### config.mk
export PLATFORM = sky130hd
export DESIGN_NAME = toycpu_exec_core_flat
export DESIGN_NICKNAME = d
export VERILOG_FILES = /design/src/rtl/toycpu_pkg.sv /design/src/rtl/toycpu_exec_core_if.sv /design/src/rtl/toycpu_alu.sv /design/src/rtl/toycpu_regfile.sv /design/src/rtl/toycpu_exec_core.sv /design/src/flat_wrapper.sv
export SDC_FILE = /design/constraint.sdc
export NUM_CORES = 1
export LEC_CHECK = 0
export CAP_MARGIN = 25
export CORE_AREA = 2 2 208 108
export DETAILED_ROUTE_END_ITERATION = 6
export DIE_AREA = 0 0 210 110
export PLACE_DENSITY = 0.59
export SLEW_MARGIN = 5
export SYNTH_ARGS = -nofsm -noshare
export SYNTH_HDL_FRONTEND = slang
export SYNTH_HIERARCHICAL = 1
export SYNTH_SLANG_ARGS = --single-unit
### constraint.sdc
create_clock -name clk -period 8.35 [get_ports clk]
set_input_delay 2.505 -clock clk [delete_from_list [all_inputs] [get_ports clk]]
set_output_delay 2.505 -clock clk [all_outputs]
set_load 0.02 [all_outputs]
### src/rtl/toycpu_pkg.sv
// toycpu_pkg: shared opcodes, ALU op indices, instruction field positions and decode helper.
package toycpu_pkg;
  localparam int DATA_W = 16;
  localparam int IMM_W  = 10;
  localparam int ALU_N  = 7;
  localparam logic [3:0] OP_NOP = 4'h0, OP_ALU = 4'h1, OP_LDI = 4'h2, OP_LD  = 4'h3,
                         OP_ST  = 4'h4, OP_LDR = 4'h5, OP_STR = 4'h6, OP_JMP = 4'h7,
                         OP_JR  = 4'h8, OP_JC  = 4'h9, OP_JZ  = 4'hA, OP_JNZ = 4'hB;
  localparam int ALU_ADD = 0, ALU_SUB = 1, ALU_AND = 2, ALU_OR = 3, ALU_XOR = 4,
                 ALU_NOT = 5, ALU_SHL = 6;
  localparam int OP_LO = 12, RD_LO = 10, RS1_LO = 8, RS2_LO = 6, FN_LO = 0;
  localparam logic [1:0] PC_INC = 2'b00, PC_ADDR = 2'b01, PC_REG = 2'b10;
  function automatic logic [ALU_N-1:0] aluDecode(input logic [2:0] fn);
    return fn == 3'd7 ? '0 : {{ALU_N-1{1'b0}}, 1'b1} << fn;
  endfunction
endpackage

### src/rtl/toycpu_exec_core_if.sv
// toycpu_exec_core_if: processor-side bus of the execution core (instruction/data in, control/operands out).
interface toycpu_exec_core_if;
  logic [15:0] instruction;
  logic [15:0] dDataOut;
  logic [1:0]  nextPCSel;
  logic [15:0] addr;
  logic        dAddrSel;
  logic        memWE;
  logic [15:0] regOut1;
  logic [15:0] regOut2;
  logic        cFlag;
  logic        zFlag;
  logic [15:0] reg0, reg1, reg2, reg3;
  modport master (output instruction, dDataOut,
                  input nextPCSel, addr, dAddrSel, memWE, regOut1, regOut2, cFlag, zFlag,
                        reg0, reg1, reg2, reg3);
  modport slave  (input instruction, dDataOut,
                  output nextPCSel, addr, dAddrSel, memWE, regOut1, regOut2, cFlag, zFlag,
                         reg0, reg1, reg2, reg3);
endinterface

### src/rtl/toycpu_alu.sv
// toycpu_alu: one-hot ALU with registered carry/zero flags; an all-zero op holds the flags.
module toycpu_alu import toycpu_pkg::*; (
  input  logic              clk,
  input  logic              rst,
  input  logic [DATA_W-1:0] in1,
  input  logic [DATA_W-1:0] in2,
  input  logic [ALU_N-1:0]  aluOp,
  output logic [DATA_W-1:0] result,
  output logic              cFlag,
  output logic              zFlag
);
  logic [DATA_W:0] res;
  // bit DATA_W carries the carry/borrow/shifted-out bit; zero for logic ops
  always_comb begin
    res = aluOp[ALU_ADD] ? {1'b0, in1} + {1'b0, in2} :
          aluOp[ALU_SUB] ? {1'b0, in1} - {1'b0, in2} :
          aluOp[ALU_AND] ? {1'b0, in1 & in2} :
          aluOp[ALU_OR]  ? {1'b0, in1 | in2} :
          aluOp[ALU_XOR] ? {1'b0, in1 ^ in2} :
          aluOp[ALU_NOT] ? {1'b0, ~in1} :
          aluOp[ALU_SHL] ? {in1, 1'b0} : '0;
  end
  assign result = res[DATA_W-1:0];
  always_ff @(posedge clk)
    if (rst) begin
      cFlag <= 1'b0;
      zFlag <= 1'b0;
    end else if (|aluOp) begin
      cFlag <= res[DATA_W];
      zFlag <= res[DATA_W-1:0] == '0;
    end
endmodule

### src/rtl/toycpu_regfile.sv
// toycpu_regfile: 4x16 register file, two async read ports, one sync write port.
module toycpu_regfile import toycpu_pkg::*; (
  input  logic                   clk,
  input  logic                   rst,
  input  logic                   we,
  input  logic [1:0]             wAddr,
  input  logic [DATA_W-1:0]      wData,
  input  logic [1:0]             rAddr1,
  input  logic [1:0]             rAddr2,
  output logic [DATA_W-1:0]      rData1,
  output logic [DATA_W-1:0]      rData2,
  output logic [3:0][DATA_W-1:0] regs
);
  always_ff @(posedge clk)
    if (rst) regs <= '0;
    else if (we) regs[wAddr] <= wData;
  assign rData1 = regs[rAddr1];
  assign rData2 = regs[rAddr2];
endmodule

### src/rtl/toycpu_exec_core.sv
// toycpu_exec_core: inline decoder plus register file and ALU of the 16-bit toy CPU.
module toycpu_exec_core import toycpu_pkg::*; (
  input logic clk,
  input logic rst,
  toycpu_exec_core_if.slave bus
);
  logic [3:0]             op;
  logic [1:0]             rd, rs1, rs2;
  logic [ALU_N-1:0]       aluOp;
  logic                   regWE, cFlag, zFlag;
  logic [DATA_W-1:0]      addr, wData, aluRes, rData1, rData2;
  logic [3:0][DATA_W-1:0] regs;
  assign op   = bus.instruction[OP_LO+:4];
  assign rd   = bus.instruction[RD_LO+:2];
  assign rs1  = bus.instruction[RS1_LO+:2];
  assign addr = {{DATA_W-IMM_W{1'b0}}, bus.instruction[IMM_W-1:0]};
  // stores take their data register from the rd slot
  always_comb begin
    rs2           = (op == OP_ST || op == OP_STR) ? bus.instruction[RD_LO+:2] : bus.instruction[RS2_LO+:2];
    aluOp         = op == OP_ALU ? aluDecode(bus.instruction[FN_LO+:3]) : '0;
    regWE         = |aluOp || op == OP_LDI || op == OP_LD || op == OP_LDR;
    wData         = op == OP_LDI ? addr : (op == OP_LD || op == OP_LDR) ? bus.dDataOut : aluRes;
    bus.nextPCSel = (op == OP_JMP || (op == OP_JC && cFlag) || (op == OP_JZ && zFlag) ||
                     (op == OP_JNZ && !zFlag)) ? PC_ADDR : op == OP_JR ? PC_REG : PC_INC;
    bus.dAddrSel  = op == OP_LDR || op == OP_STR;
    bus.memWE     = op == OP_ST || op == OP_STR;
  end
  toycpu_regfile u_regfile (
    .clk(clk), .rst(rst), .we(regWE), .wAddr(rd), .wData(wData),
    .rAddr1(rs1), .rAddr2(rs2), .rData1(rData1), .rData2(rData2), .regs(regs)
  );
  toycpu_alu u_alu (
    .clk(clk), .rst(rst), .in1(rData1), .in2(rData2), .aluOp(aluOp),
    .result(aluRes), .cFlag(cFlag), .zFlag(zFlag)
  );
  assign bus.addr    = addr;
  assign bus.regOut1 = rData1;
  assign bus.regOut2 = rData2;
  assign bus.cFlag   = cFlag;
  assign bus.zFlag   = zFlag;
  assign bus.reg0    = regs[0];
  assign bus.reg1    = regs[1];
  assign bus.reg2    = regs[2];
  assign bus.reg3    = regs[3];
endmodule

### src/flat_wrapper.sv
// flat-port wrapper written by rule: the top's interface ports become plain ports
module toycpu_exec_core_flat import toycpu_pkg::*;
  (clk, rst, bus_instruction, bus_dDataOut, bus_nextPCSel, bus_addr, bus_dAddrSel, bus_memWE, bus_regOut1, bus_regOut2, bus_cFlag, bus_zFlag, bus_reg0, bus_reg1, bus_reg2, bus_reg3);
  toycpu_exec_core_if bus_i ();
  input logic clk;
  input logic rst;
  input wire logic [$bits(bus_i.instruction)-1:0] bus_instruction;
  input wire logic [$bits(bus_i.dDataOut)-1:0] bus_dDataOut;
  output wire logic [$bits(bus_i.nextPCSel)-1:0] bus_nextPCSel;
  output wire logic [$bits(bus_i.addr)-1:0] bus_addr;
  output wire logic [$bits(bus_i.dAddrSel)-1:0] bus_dAddrSel;
  output wire logic [$bits(bus_i.memWE)-1:0] bus_memWE;
  output wire logic [$bits(bus_i.regOut1)-1:0] bus_regOut1;
  output wire logic [$bits(bus_i.regOut2)-1:0] bus_regOut2;
  output wire logic [$bits(bus_i.cFlag)-1:0] bus_cFlag;
  output wire logic [$bits(bus_i.zFlag)-1:0] bus_zFlag;
  output wire logic [$bits(bus_i.reg0)-1:0] bus_reg0;
  output wire logic [$bits(bus_i.reg1)-1:0] bus_reg1;
  output wire logic [$bits(bus_i.reg2)-1:0] bus_reg2;
  output wire logic [$bits(bus_i.reg3)-1:0] bus_reg3;
  assign bus_i.instruction = bus_instruction;
  assign bus_i.dDataOut = bus_dDataOut;
  assign bus_nextPCSel = bus_i.nextPCSel;
  assign bus_addr = bus_i.addr;
  assign bus_dAddrSel = bus_i.dAddrSel;
  assign bus_memWE = bus_i.memWE;
  assign bus_regOut1 = bus_i.regOut1;
  assign bus_regOut2 = bus_i.regOut2;
  assign bus_cFlag = bus_i.cFlag;
  assign bus_zFlag = bus_i.zFlag;
  assign bus_reg0 = bus_i.reg0;
  assign bus_reg1 = bus_i.reg1;
  assign bus_reg2 = bus_i.reg2;
  assign bus_reg3 = bus_i.reg3;
  toycpu_exec_core u_core (.clk(clk), .rst(rst), .bus(bus_i));
endmodule
### Word-level counts from Yosys, hierarchy flattened

Index checks and enable logic that the tools add are counted.

| operators by class | value |
|---|---|
| add/subtract/negate cells | 2 |
| order comparisons | 4 |
| equal/unequal tests | 12 |
| shifts and indexed selects | 1 |
| muxes and demuxes | 21 |
| bitwise logic cells | 4 |
| reductions and logical operators | 16 |

Operators with widths:

| operator | count |
|---|---|
| 2-to-1 mux 17 bit | 7 |
| 2-to-1 mux 16 bit | 5 |
| binary-select mux 16 bit (select 2 bit) | 2 |
| bitwise mux 64 bit | 1 |
| demux 16 bit (select 2 bit) | 1 |
| adder 16 x 16 -> 17 bit | 1 |
| subtractor 16 x 16 -> 17 bit | 1 |
| bitwise AND 16 bit | 1 |
| equality test 4 x 3 -> 1 bit (second input constant) | 4 |
| equality test 4 bit (second input constant) | 4 |
| zero test 16 bit | 1 |
| inverter 16 bit | 1 |
| bitwise OR 16 bit | 1 |
| bitwise XOR 16 bit | 1 |
| 2-to-1 mux 7 bit | 2 |
| logical OR 1 bit | 9 |
| less-than comparator 2 x 3 -> 1 bit (second input constant) | 3 |
| equality test 4 x 2 -> 1 bit (second input constant) | 2 |
| OR reduction 7 bit | 1 |
| << shifter 1 x 3 -> 7 bit (first input constant) | 1 |
| 2-to-1 mux 2 bit | 3 |
| equality test 4 x 1 -> 1 bit (second input constant) | 1 |
| logical AND 1 bit | 4 |
| equality test 3 bit (second input constant) | 1 |
| 2 further kinds | 2 |

| word-level totals | value |
|---|---|
| register bits | 66 |
| input bits | 34 |
| output and inout bits | 118 |
| word-level logic and storage cells | 66 |

### Longest topological paths before layout

| logic depth | value |
|---|---|
| depth after elaboration | 14 |
| gate-level depth with buffers | 23 |
| depth with buffers taken out | 18 |

### Cells and area by module

Netlist, hierarchy kept.

By module, submodules not included:

| module | times used | cells an instance | area each (um2) | seq. area each (um2) |
|---|---|---|---|---|
| toycpu_regfile | 1 | 270 | 3318.2 | 1281.2 |
| toycpu_alu | 1 | 445 | 3120.5 | 40.0 |
| toycpu_exec_core | 1 | 124 | 860.8 | 0.0 |

### Worst setup path after synthesis

No wires, ideal clock.

| path | value |
|---|---|
| path kind | input port to flip-flop |
| start | in bus_instruction[15] |
| end | reg u_core/u_regfile/regs[15] in the netlist's numbering |
| library setup time | 132 ps |
| arrival | 7235 ps |
| data required time | 8218 ps |
| path slack | 983 ps |
| stages | 23 |
| buffers on the path | 5 |
| cells stage by stage | buf_2 nand2b_1 nor2_1 mux2_2 buf_2 buf_2 mux4_2 inv_1 ha_1 buf_2 or3b_2 o2111ai_1 a21oi_1 nor4_1 nor4_2 mux2i_1 o221a_2 a311o_1 buf_4 o21ai_0 a21oi_1 nand2b_1 mux2i_1 |

RTL lines:

| item | RTL line | RTL |
|---|---|---|
| start, declared | flat_wrapper.sv:7 | `input wire logic [$bits(bus_i.instruction)-1:0] bus_instruction;` |
| equality test 4 x 3 -> 1 bit | - |  |
| logical OR 1 bit (*) | - |  |
| named net bus_memWE | flat_wrapper.sv:12 | `output wire logic [$bits(bus_i.memWE)-1:0] bus_memWE;` |
| 2-to-1 mux 2 bit (*) | toycpu_exec_core.sv:19 | `rs2 = (op == OP_ST \|\| op == OP_STR) ? bus.instruction[RD_LO+:2] : bus.instruction[RS2_LO+:2];` |
| named net u_core.rs2[1] | toycpu_exec_core.sv:8 | `logic [1:0] rd, rs1, rs2;` |
| binary-select mux 16 bit (select 2 bit) (*) | toycpu_regfile.sv:18 | `assign rData2 = regs[rAddr2];` |
| 2-to-1 mux 16 bit (implied by the code) (*) | toycpu_regfile.sv:18 |  |
| named net bus_regOut2[3] | flat_wrapper.sv:14 | `output wire logic [$bits(bus_i.regOut2)-1:0] bus_regOut2;` |
| subtractor 16 x 16 -> 17 bit | toycpu_alu.sv:16 | `aluOp[ALU_SUB] ? {1'b0, in1} - {1'b0, in2} :` |
| 2-to-1 mux 17 bit | toycpu_alu.sv:16 |  |
| 2-to-1 mux 17 bit (*) | toycpu_alu.sv:15 | `res = aluOp[ALU_ADD] ? {1'b0, in1} + {1'b0, in2} :` |
| named net u_core.u_alu.res[15] | toycpu_alu.sv:12 | `logic [DATA_W:0] res;` |
| 2-to-1 mux 16 bit (*) (2 in series) | toycpu_exec_core.sv:22 | `wData = op == OP_LDI ? addr : (op == OP_LD \|\| op == OP_LDR) ? bus.dDataOut : aluRes;` |
| named net u_core.wData[15] | toycpu_exec_core.sv:11 | `logic [DATA_W-1:0] addr, wData, aluRes, rData1, rData2;` |
| bitwise mux 64 bit (*) | toycpu_regfile.sv:16 | `else if (we) regs[wAddr] <= wData;` |
| end signal, assigned by index | toycpu_regfile.sv:16 |  |
| end, declared | toycpu_regfile.sv:12 | `output logic [3:0][DATA_W-1:0] regs` |

Mark *: on every way through the listed nets, which the timed path passes. The rest lies on a longest branch. The select of a mux whose other input is x is not followed.
A chain may end at the register's enable or synchronous reset.

### Final worst setup path

| path | value |
|---|---|
| start | in bus_instruction[15] |
| end | out bus_regOut2[10] |

| on the way | value |
|---|---|
| cells in the longest elaborated chain, start to end | 5 |

RTL lines:

| item | RTL line |
|---|---|
| equality test 4 x 3 -> 1 bit | toycpu_exec_core.sv:19 |
| logical OR 1 bit (*) | toycpu_exec_core.sv:19 |
| 2-to-1 mux 2 bit (*) | toycpu_exec_core.sv:19 |
| named net u_core.rs2[1] | toycpu_exec_core.sv:8 |
| binary-select mux 16 bit (select 2 bit) (*) | toycpu_regfile.sv:18 |
| 2-to-1 mux 16 bit (implied by the code) (*) | toycpu_regfile.sv:18 |
| end, declared | flat_wrapper.sv:14 |

Marked as above.

==> out/results.ini <==
[timing]
hold_viol = 0
rsz0062_at_grt = false
tightest_slew_ns = 1.00
tns_ns = 0
setup_viol = 0
drv_slew = 0
finalCritPeriodShare = 0.963
fmax_mhz = 124
slew_headroom = 0.331
period_minus_slack_ns = 8.04
fin_skew_ns = 0.00923

[worst_setup_path]
end_kind = output pin
r2r-end = u_core/u_alu/zFlag
worstPathMaxFanout = 16
worst_r2r_path_depth = 13
crit_type = input pin to output pin
slowest_delay_ns = 0.72
path_cells = clkdlybuf4s50_1 -> nand2b_1 -> nor2_1 -> mux2_2 -> mux4_2 -> clkdlybuf4s50_1
startpoint_type = input pin
critical_path_required_ns = 5.85
critPathBufInv = 2
reg2reg_from = u_core/u_regfile/regs[48]
slowest_stage = mux2_2
arrival_ns = 5.54
cp_common_cell = clkdlybuf4s50_1
rrSetupSlack_ns = 4.33
cp_top_family = multiplexers

[route]
drt_iter0_markers = 709
wl_per_cell_um = 23.6
antenna_left = 0
firstDrtPassIters = 5
drc_errors = 0
vias = 7002
totalWireLength_mm = 28.5
vias_per_cell = 5.79

[final_layout]
final_cell_area_um2 = 9010
drive_gt1_frac = 0.125
area_growth_pct = 23.4
fin_nets = 1011
instances_no_fill = 1210
num_antenna_cells = 0

[placed_design]
dpl.hpwl_mm = 21.7
port_buffers = 145
place_inst = 1194
post_dp_cell_area_um2 = 8710
gp_congestion = 0.968

[grt]
grt_overflow = 0
grt_max_degree = 84
antenna_found_initial = 1
grt_pass1_vias = 6583
grt_pass1_wl_mm = 42.1
grt_usage = 0.245

[clocking]
cts_root_buffer = clkbuf_16
cts_tree = built
cts_resized = 0
clock_path_buffers = 2
clk_pin_slew_worst_paths_ns = 0.06
cts.sinks = 66
postCtsHoldBufs = 0
numCtsBuffers = 9
htreeDepth = 3
worstSkewPairLatency_ns = 0.34
cts_setup_buffers = 0

[yosys]
ys_types = 82
syn-cell-area_um2 = 7300
syn_inst = 839
yosysWarningCount = 6
synth_flop_cell = dfxtp_1
synth_edf_count = 0
seq_area_frac_synth = 0.181
syn_avg_cell_area_um2 = 8.70
synth-seq-cells = 66
ys_async_sr_fraction = 0

[power]
peakVddDrop_mv = 0.0939
leakage_nw = 3.43
p_per_area_nw_per_um2 = 98.8

[floorplanning]
dieArea_um2 = 23100
core_area_um2 = 21300
die_h_um = 110
io_pins = 152
start_util = 0.343
die_w_um = 210
num_rows = 38

[flow_run]
cap_violations = 0

[min_path]
hold_depth = 2
min_from = u_core/u_regfile/regs[23]
holdPathEnd = u_core/u_regfile/regs[23]
min_path_type = register to register

[status]
outcome = completed

## stage by stage
stage                     utilization  worst slack [ns]  hold WS, ns  power (mW)
after CTS                       0.424             0.338        0.508       0.892
after global placement          0.410             0.450        0.491       0.505
final                           0.424             0.309        0.506       0.890
after floorplan                     -             0.983        0.564       0.447
after global routing            0.424             0.172        0.532       0.917
after detailed placement        0.410             0.343        0.493       0.505
## worst max-delay path by stage
stage,start,endpoint,cells after the start
finish,bus_instruction[15],bus_regOut2[10],6
global route,bus_instruction[15],bus_regOut2[12],6
CTS,bus_instruction[15],bus_regOut2[12],6
detailed placement,bus_instruction[15],bus_regOut2[12],6
global placement,bus_instruction[15],bus_regOut2[10],6
floorplan,bus_instruction[15],u_core/u_regfile/regs[15],23
## where the power goes
group          switching, mW  internal (mW)  total, mW
clock                  0.149          0.240      0.388
sequential           0.00351          0.318      0.321
combinational          0.104         0.0773      0.181
total                  0.256          0.634      0.890
## state kept, by name, summed over array words and instances (netlist names)
register and flops:
u_core/u_alu/zFlag 1, u_core/u_regfile/regs 64, u_core/u_alu/cFlag 1
## synthesized netlist by cell type, types with 9 or more instances
cell,count,area (um2)
a21oi_1,36,180
mux4_2,32,721
dfxtp_1,66,1320
a211oi_1,10,75.1
o22ai_1,9,56.3
clkbuf_1,26,97.6
a221o_1,10,100
nor2_1,38,143
a221oi_1,12,105
nand3_1,22,110
nand2b_1,95,594
a21o_1,9,67.6
buf_2,25,125
inv_1,56,210
nor2b_1,13,81.3
mux2i_1,75,751
o21ai_0,46,230
nand2_1,21,78.8
buf_4,37,278
ha_1,50,626
xnor2_1,9,78.8
nor3_1,9,45.0
a31oi_2,10,125
nor2_2,10,62.6
## per-layer routing
layer	routed length, um	share of wire	GRT usage	vias to the layer above
met4	316	0.011	0.0431	2
met3	3210	0.11	0.0793	26
met2	11300	0.40	0.343	384
li1	-	-	-	3170
met5	10	0.00035	0	-
met1	13700	0.48	0.365	3420
## worst min-delay path, stage by stage, from the launching register on
cell      delay (ns)
dfxtp_1         0.33
nand2b_1        0.07
mux2i_1         0.06
## cells by family (layout without fill, tap and decap cells)
family          count (synthesis)  count (layout)  share of synthesized area
compound gates                196             196                      0.195
xor+xnor                       11              11                     0.0183
fa+ha+maj                      52              52                     0.0912
buf+inv                       154             240                      0.109
flops                          66              66                      0.181
mux                           111             111                      0.208
other cells                     1               6                   0.000514
simple gates                  248             248                      0.197
## cell usage in the layout, fill, tap and decap left out, types with 4 or more instances in the layout
cell,instances
a221o_1,10
nand2_1,21
o22ai_1,9
o211ai_1,7
nand2b_1,95
o21ai_0,46
nor3_1,7
a31oi_2,10
xnor2_1,9
o31ai_1,4
mux4_2,32
a21oi_1,36
a211oi_1,10
dfxtp_1,66
nand3b_1,5
buf_4,21
nor2b_1,13
ha_1,50
or3_1,7
inv_1,56
a221oi_1,12
o221ai_1,4
clkdlybuf4s50_1,144
nand3_1,22
mux2i_1,75
conb_1,6
a21o_1,9
clkbuf_16,9
mux2_2,4
nor2_2,11
nor2_1,37
## layout make-up
class	count	area [um2]
well taps	280	350
fillers	2102	12200
multi-input cells	624	5220
clock inverters	4	51.3
clock buffers	12	246
inverters	58	218
flip-flops and latches	66	1320
repair buffers	166	1600
Power figures use the tool's default switching activity.
